`config.mk`:
```
export PLATFORM = sky130hd
export DESIGN_NAME = multicycle_main_control_flat
export DESIGN_NICKNAME = d
export VERILOG_FILES = /design/src/rtl/multicycle_main_control_if.sv /design/src/rtl/multicycle_main_control.sv /design/src/flat_wrapper.sv
export SDC_FILE = /design/constraint.sdc
export NUM_CORES = 1
export LEC_CHECK = 0
export CAP_MARGIN = 20
export CORE_ASPECT_RATIO = 2
export CORE_MARGIN = 8
export CORE_UTILIZATION = 30
export CTS_BUF_LIST = sky130_fd_sc_hd__clkbuf_8 sky130_fd_sc_hd__clkbuf_16
export DETAILED_ROUTE_END_ITERATION = 10
export SYNTH_ARGS = -nofsm -noshare
export SYNTH_HDL_FRONTEND = slang
export SYNTH_SLANG_ARGS = --single-unit
```
`constraint.sdc`:
```
create_clock -name clk -period 1.7 [get_ports clk]
set_input_delay 0.255 -clock clk [delete_from_list [all_inputs] [get_ports clk]]
set_output_delay 0.255 -clock clk [all_outputs]
set_load 0.005 [all_outputs]
```
`src/rtl/multicycle_main_control_if.sv`:
```
// Control bundle between the multicycle MIPS sequencer and its datapath.
// master: sequencer side (drives control strobes/selects, reads opcode and memory ready).
// slave:  datapath side (drives opcode/zero/mem_ready, consumes controls and debug state).
interface multicycle_main_control_if #(
  parameter int CNT_W = 32
);
  logic [5:0]       opcode;
  logic             zero;
  logic             mem_ready;
  logic             pc_write;
  logic             pc_write_cond;
  logic             iord;
  logic             mem_read;
  logic             mem_write;
  logic             ir_write;
  logic             reg_dst;
  logic             mem_to_reg;
  logic             reg_write;
  logic             alu_src_a;
  logic [1:0]       alu_src_b;
  logic [1:0]       alu_op;
  logic [1:0]       pc_src;
  logic             illegal_op;
  logic [CNT_W-1:0] instr_count;
  logic [3:0]       state_dbg;

  modport master (
    input  opcode, zero, mem_ready,
    output pc_write, pc_write_cond, iord, mem_read, mem_write, ir_write,
           reg_dst, mem_to_reg, reg_write, alu_src_a, alu_src_b, alu_op,
           pc_src, illegal_op, instr_count, state_dbg
  );

  modport slave (
    output opcode, zero, mem_ready,
    input  pc_write, pc_write_cond, iord, mem_read, mem_write, ir_write,
           reg_dst, mem_to_reg, reg_write, alu_src_a, alu_src_b, alu_op,
           pc_src, illegal_op, instr_count, state_dbg
  );
endinterface

```
`src/rtl/multicycle_main_control.sv`:
```
// Main sequencing FSM of the multicycle MIPS datapath; counts retired instructions.
// Latency: 3-5 cycles per instruction (lw 5, sw/R/addi 4, beq/j 3) plus memory stall cycles.
// Backpressure: stalls in FETCH/MEMRD/MEMWR until mem_ready, holding mem_read/mem_write/iord steady.
// Ports: clk, reset (sync, active-high); bus (master modport): opcode/zero/mem_ready in,
//        datapath strobes + mux selects, illegal_op pulse, instr_count, state_dbg out.
module multicycle_main_control #(
  parameter int CNT_W = 32
) (
  input  logic                        clk,
  input  logic                        reset,
  multicycle_main_control_if.master   bus
);

  typedef enum logic [3:0] {
    FETCH  = 4'd0,
    DECODE = 4'd1,
    MEMADR = 4'd2,
    MEMRD  = 4'd3,
    MEMWB  = 4'd4,
    MEMWR  = 4'd5,
    REX    = 4'd6,
    RWB    = 4'd7,
    BEQ    = 4'd8,
    ADDIEX = 4'd9,
    ADDIWB = 4'd10,
    JMP    = 4'd11
  } state_t;

  state_t           state;
  logic [CNT_W-1:0] instr_count;
  logic             legal_op;

  // Branch resolution happens in the datapath via pc_write_cond, so zero is not needed here.
  wire unused_zero = bus.zero;

  always_comb begin
    legal_op = 1'b0;
    case (bus.opcode)
      6'h23, 6'h2B, 6'h00, 6'h04, 6'h08, 6'h02: legal_op = 1'b1;
      default:                                  legal_op = 1'b0;
    endcase
  end

  always_ff @(posedge clk) begin
    if (reset) begin
      state       <= FETCH;
      instr_count <= '0;
    end else begin
      case (state)
        FETCH:  if (bus.mem_ready) state <= DECODE;
        DECODE: begin
          case (bus.opcode)
            6'h23, 6'h2B: state <= MEMADR;
            6'h00:        state <= REX;
            6'h04:        state <= BEQ;
            6'h08:        state <= ADDIEX;
            6'h02:        state <= JMP;
            default:      state <= FETCH;
          endcase
        end
        MEMADR: state <= (bus.opcode == 6'h23) ? MEMRD : MEMWR;
        MEMRD:  if (bus.mem_ready) state <= MEMWB;
        MEMWR: begin
          if (bus.mem_ready) begin
            state       <= FETCH;
            instr_count <= instr_count + {{(CNT_W-1){1'b0}}, 1'b1};
          end
        end
        REX:    state <= RWB;
        ADDIEX: state <= ADDIWB;
        MEMWB, RWB, BEQ, ADDIWB, JMP: begin
          state       <= FETCH;
          instr_count <= instr_count + {{(CNT_W-1){1'b0}}, 1'b1};
        end
        default: state <= FETCH;
      endcase
    end
  end

  // Outputs follow the registered state; FETCH's IR/PC load waits for mem_ready,
  // and an asserted reset masks every strobe so nothing commits during that edge.
  always_comb begin
    bus.pc_write      = 1'b0;
    bus.pc_write_cond = 1'b0;
    bus.iord          = 1'b0;
    bus.mem_read      = 1'b0;
    bus.mem_write     = 1'b0;
    bus.ir_write      = 1'b0;
    bus.reg_dst       = 1'b0;
    bus.mem_to_reg    = 1'b0;
    bus.reg_write     = 1'b0;
    bus.alu_src_a     = 1'b0;
    bus.alu_src_b     = 2'b00;
    bus.alu_op        = 2'b00;
    bus.pc_src        = 2'b00;
    bus.illegal_op    = 1'b0;
    if (reset) begin
      bus.alu_src_b = 2'b01;
      bus.alu_op    = 2'b10;
    end else begin
      case (state)
        FETCH: begin
          bus.mem_read  = 1'b1;
          bus.alu_src_b = 2'b01;
          bus.alu_op    = 2'b10;
          bus.ir_write  = bus.mem_ready;
          bus.pc_write  = bus.mem_ready;
        end
        DECODE: begin
          bus.alu_src_b  = 2'b11;
          bus.alu_op     = 2'b10;
          bus.illegal_op = ~legal_op;
        end
        MEMADR, ADDIEX: begin
          bus.alu_src_a = 1'b1;
          bus.alu_src_b = 2'b10;
          bus.alu_op    = 2'b10;
        end
        MEMRD: begin
          bus.mem_read = 1'b1;
          bus.iord     = 1'b1;
        end
        MEMWR: begin
          bus.mem_write = 1'b1;
          bus.iord      = 1'b1;
        end
        MEMWB: begin
          bus.reg_write  = 1'b1;
          bus.mem_to_reg = 1'b1;
        end
        REX: bus.alu_src_a = 1'b1;
        RWB: begin
          bus.reg_write = 1'b1;
          bus.reg_dst   = 1'b1;
        end
        BEQ: begin
          bus.alu_src_a     = 1'b1;
          bus.alu_op        = 2'b01;
          bus.pc_write_cond = 1'b1;
          bus.pc_src        = 2'b01;
        end
        ADDIWB: bus.reg_write = 1'b1;
        JMP: begin
          bus.pc_write = 1'b1;
          bus.pc_src   = 2'b10;
        end
        default: ;
      endcase
    end
  end

  assign bus.instr_count = instr_count;
  assign bus.state_dbg   = state;

endmodule
```
`src/flat_wrapper.sv`:
```
// flat-port wrapper written by rule: the top's interface ports become plain ports
module multicycle_main_control_flat 
#(
  parameter int CNT_W = 32
)
  (clk, reset, bus_opcode, bus_zero, bus_mem_ready, bus_pc_write, bus_pc_write_cond, bus_iord, bus_mem_read, bus_mem_write, bus_ir_write, bus_reg_dst, bus_mem_to_reg, bus_reg_write, bus_alu_src_a, bus_alu_src_b, bus_alu_op, bus_pc_src, bus_illegal_op, bus_instr_count, bus_state_dbg);
  multicycle_main_control_if #(.CNT_W(CNT_W)) bus_i ();
  input  logic clk;
  input  logic reset;
  input wire logic [$bits(bus_i.opcode)-1:0] bus_opcode;
  input wire logic [$bits(bus_i.zero)-1:0] bus_zero;
  input wire logic [$bits(bus_i.mem_ready)-1:0] bus_mem_ready;
  output wire logic [$bits(bus_i.pc_write)-1:0] bus_pc_write;
  output wire logic [$bits(bus_i.pc_write_cond)-1:0] bus_pc_write_cond;
  output wire logic [$bits(bus_i.iord)-1:0] bus_iord;
  output wire logic [$bits(bus_i.mem_read)-1:0] bus_mem_read;
  output wire logic [$bits(bus_i.mem_write)-1:0] bus_mem_write;
  output wire logic [$bits(bus_i.ir_write)-1:0] bus_ir_write;
  output wire logic [$bits(bus_i.reg_dst)-1:0] bus_reg_dst;
  output wire logic [$bits(bus_i.mem_to_reg)-1:0] bus_mem_to_reg;
  output wire logic [$bits(bus_i.reg_write)-1:0] bus_reg_write;
  output wire logic [$bits(bus_i.alu_src_a)-1:0] bus_alu_src_a;
  output wire logic [$bits(bus_i.alu_src_b)-1:0] bus_alu_src_b;
  output wire logic [$bits(bus_i.alu_op)-1:0] bus_alu_op;
  output wire logic [$bits(bus_i.pc_src)-1:0] bus_pc_src;
  output wire logic [$bits(bus_i.illegal_op)-1:0] bus_illegal_op;
  output wire logic [$bits(bus_i.instr_count)-1:0] bus_instr_count;
  output wire logic [$bits(bus_i.state_dbg)-1:0] bus_state_dbg;
  assign bus_i.opcode = bus_opcode;
  assign bus_i.zero = bus_zero;
  assign bus_i.mem_ready = bus_mem_ready;
  assign bus_pc_write = bus_i.pc_write;
  assign bus_pc_write_cond = bus_i.pc_write_cond;
  assign bus_iord = bus_i.iord;
  assign bus_mem_read = bus_i.mem_read;
  assign bus_mem_write = bus_i.mem_write;
  assign bus_ir_write = bus_i.ir_write;
  assign bus_reg_dst = bus_i.reg_dst;
  assign bus_mem_to_reg = bus_i.mem_to_reg;
  assign bus_reg_write = bus_i.reg_write;
  assign bus_alu_src_a = bus_i.alu_src_a;
  assign bus_alu_src_b = bus_i.alu_src_b;
  assign bus_alu_op = bus_i.alu_op;
  assign bus_pc_src = bus_i.pc_src;
  assign bus_illegal_op = bus_i.illegal_op;
  assign bus_instr_count = bus_i.instr_count;
  assign bus_state_dbg = bus_i.state_dbg;
  multicycle_main_control #(.CNT_W(CNT_W)) u_core (.clk(clk), .reset(reset), .bus(bus_i));
endmodule
```
==> reports/results.ini <==
[timing]
slew_violations = 0
slew-limit-headroom = 0.656
finalClockSkew_ps = 3.25
rsz0062_at_grt = true
fin_ws_ps = -148
finalSetupViolCount = 34
setup_tns_ps = -2890
period_minus_slack_ps = 1850
max_freq_mhz = 541
tightest_slew_ps = 512
holdWs_ps = 480
final_hold_viol_count = 0
min_period_over_period = 1.09

[power_and_ir_drop]
p_total_mw = 2.23
cellLeakagePower_nw = 1.75
p_per_area_nw_per_um2 = 541
peakVddDrop_mv = 0.525

[critical_path]
slowest_stage = or3b_4
worstPathArrival_ps = 2010
cp-end-kind = flip-flop
crit_type = flip-flop to flip-flop
timing.rr.start = u_core.bus.state_dbg[0]
required_ps = 1870
crit_path_cell_trace = buf_6 > or3b_4 > a32o_2 > buf_6 > buf_6 > nand4_1 > xor2_1 > nor2_1
path_max_fanout = 6
startpoint = u_core.bus.state_dbg[0]
crit_path_frequent_cell = buf_6
start_kind = flip-flop
critPathMaxStageDelay_ps = 380

[clock_tree]
numCtsBuffers = 5
clockBufferDepth = 2
clk_pin_slew_worst_paths_ps = 60
cts_sinks = 36
cts-htree-levels = 2
cts_tree = built
root_buffer = clkbuf_16
clk_latency_ps = 280

[final_layout]
final_cell_count_no_fill = 505
layout-drive-gt1-share = 0.455
multiInputGateArea_um2 = 1600
fin_util = 0.604
stdcell_area_um2 = 4130
nNetsFinal = 425
fillerInstances = 617
synthToLayoutAreaGrowth_pct = 98.9
diodes = 0
seq_area_um2 = 737

[grt]
grt_pass1_vias = 2548
grt_use_total = 0.152
grt-ovfl-total = 0
grt_start_max_net_pins = 24
grt_pass1_wl_mm = 12.0
grt_antenna_before_repair = 0

[yosys]
avgSynthCellArea_um2 = 7.98
synth.distinct_cells = 41
syn-num-nets = 271
ys_warn_count = 0
synth-seq-cells = 36
synthesis.instances = 260
synth_top_area_frac = 0.347
seq_area_frac_synth = 0.347
netlist_area_um2 = 2080
ys_top_cells_by_area = dfxtp_1, xor2_1, nor2_1, nand4_1, a21oi_1
yosys.area.top_type = dfxtp_1

[floorplanning]
ioPinCount = 63
die_area_um2 = 10000
coreArea_um2 = 6830
start_util = 0.304
die_h_um = 134
die_w_um = 74.8
num_rows = 43

[drt]
vias = 2558
wire_per_inst_um = 15.5
wirelength_mm = 7.85
drt_iter0_drc = 164
via_per_inst = 5.07
drc_errors = 0
ant_nets = 0
firstDrtPassIters = 7

[place]
place.gp.congestion = 0.820
dpl_worst_slack_ps = -636
port_buffers = 61
dpl_cell_area_um2 = 3250
dp_hpwl_mm = 5.08
dp_cells = 463

[outcome]
violations = setup timing
status = finished with violations

[run]
maxCapViolCount = 0

[min_path]
hp-class = input port to flip-flop
worstHoldStart = bus_opcode[1]

-- synth_stat cells --
cell type  count
a2111o_1       1
a2111oi_0      1
a21o_1         2
a21oi_1       14
a311oi_1       1
a31oi_1        3
a32o_2         1
a32oi_1        1
and2_1         4
and3_1         3
and4_1         1
and4b_1        2
buf_2          3
buf_4          3
clkbuf_1      10
dfxtp_1       36
ha_1           1
inv_1          8
mux2i_1        1
nand2_1       15
nand2b_1       4
nand3_1       11
nand3b_1       1
nand4_1       17
nand4_2        3
nand4_4        1
nor2_1        35
nor2b_1        5
nor3_1         7
nor3b_1        1
nor4_1         6
nor4_4         2
nor4bb_1       2
o211ai_1       1
o21ai_0       14
o31ai_1        1
or2_2          3
or3_1          9
or3b_1         1
xnor2_1        7
xor2_1        18
-- per-layer routing --
| layer | up-vias | wire [um] | track usage |
|---|---|---|---|
| met5 | - | 0 | 0 |
| met4 | 0 | 160 | 0.0626 |
| met3 | 13 | 484 | 0.0429 |
| met2 | 86 | 4090 | 0.263 |
| met1 | 1219 | 3110 | 0.163 |
| li1 | 1240 | - | - |
-- sequential cells by signal, indices dropped and copies added, names as in the netlist --
name and cells:
u_core.bus.state_dbg 4, u_core.bus.instr_count 32
-- layout by cell type, fill, tap and decap left out, types with 4 or more instances in the layout --
cell             Yosys  layout
xor2_1              18      17
clkdlybuf4s50_1      0      33
buf_6                0      32
or3_1                9       6
inv_1                8       6
nand2_1             15      12
dfxtp_1             36      29
nor4_4               2       4
dfxtp_2              0       4
xnor2_1              7       5
nand3_1             11       6
buf_4                3      71
o21ai_0             14      10
nand4_1             17      17
nand3_2              0       5
a21oi_2              0       5
buf_2                3      10
dlymetal6s2s_1       0       8
and2_1               4       4
nand4_4              1       4
a21oi_1             14       8
nor3_1               7       5
clkbuf_16            0       5
nor2_1              35      31
-- path summary, 6_finish.rpt --
path                                     end  slack (ps)  cells after the start
setup / recovery  u_core.bus.instr_count[21]        -150                      8
hold / removal       u_core.bus.state_dbg[2]         480                      4
setup reg to reg  u_core.bus.instr_count[21]        -150                      8
hold reg to reg   u_core.bus.instr_count[31]         500                      2
-- final cells by class --
class	instances	area share
multi-input cells	201	0.387
inverters	8	0.00879
flip-flops and latches	36	0.178
clock buffers	7	0.0370
clock inverters	1	0.00727
well taps	90	0.0273
repair buffers	162	0.354
-- report_power, final --
group	internal [mW]	switching, mW	leakage (nW)	total, mW
clock network	0.772	0.349	0.0901	1.12
logic	0.141	0.123	1.37	0.264
registers	0.844	0.00308	0.294	0.847
-- worst max-delay path, delay by kind of cell, from the launching register on --
kind / cells / cell delay, ps
AOI/OAI and AO/OA: 1 / 330
and+or+nand+nor: 3 / 520
DFF: 1 / 350
buffers and inverters: 3 / 380
xor gates and xnor gates: 1 / 140
-- logic make-up after synthesis --
family | after synthesis | synth area share
buf+inv | 24 | 0.0506
xor+xnor | 25 | 0.105
flops | 36 | 0.347
fa+ha+maj | 1 | 0.00603
compound gates | 40 | 0.115
simple gates | 133 | 0.371
mux | 1 | 0.00482
-- what timing repair did --
action | CTS | global route
resized for setup | 131 | 54
endpoints found under the setup margin | 50 | 49
hold buffers | 0 | 0
pin swaps | 57 | 35
gates cloned | 4 | 0
setup buffers | 23 | 10
(Power assumes the default switching activity.)
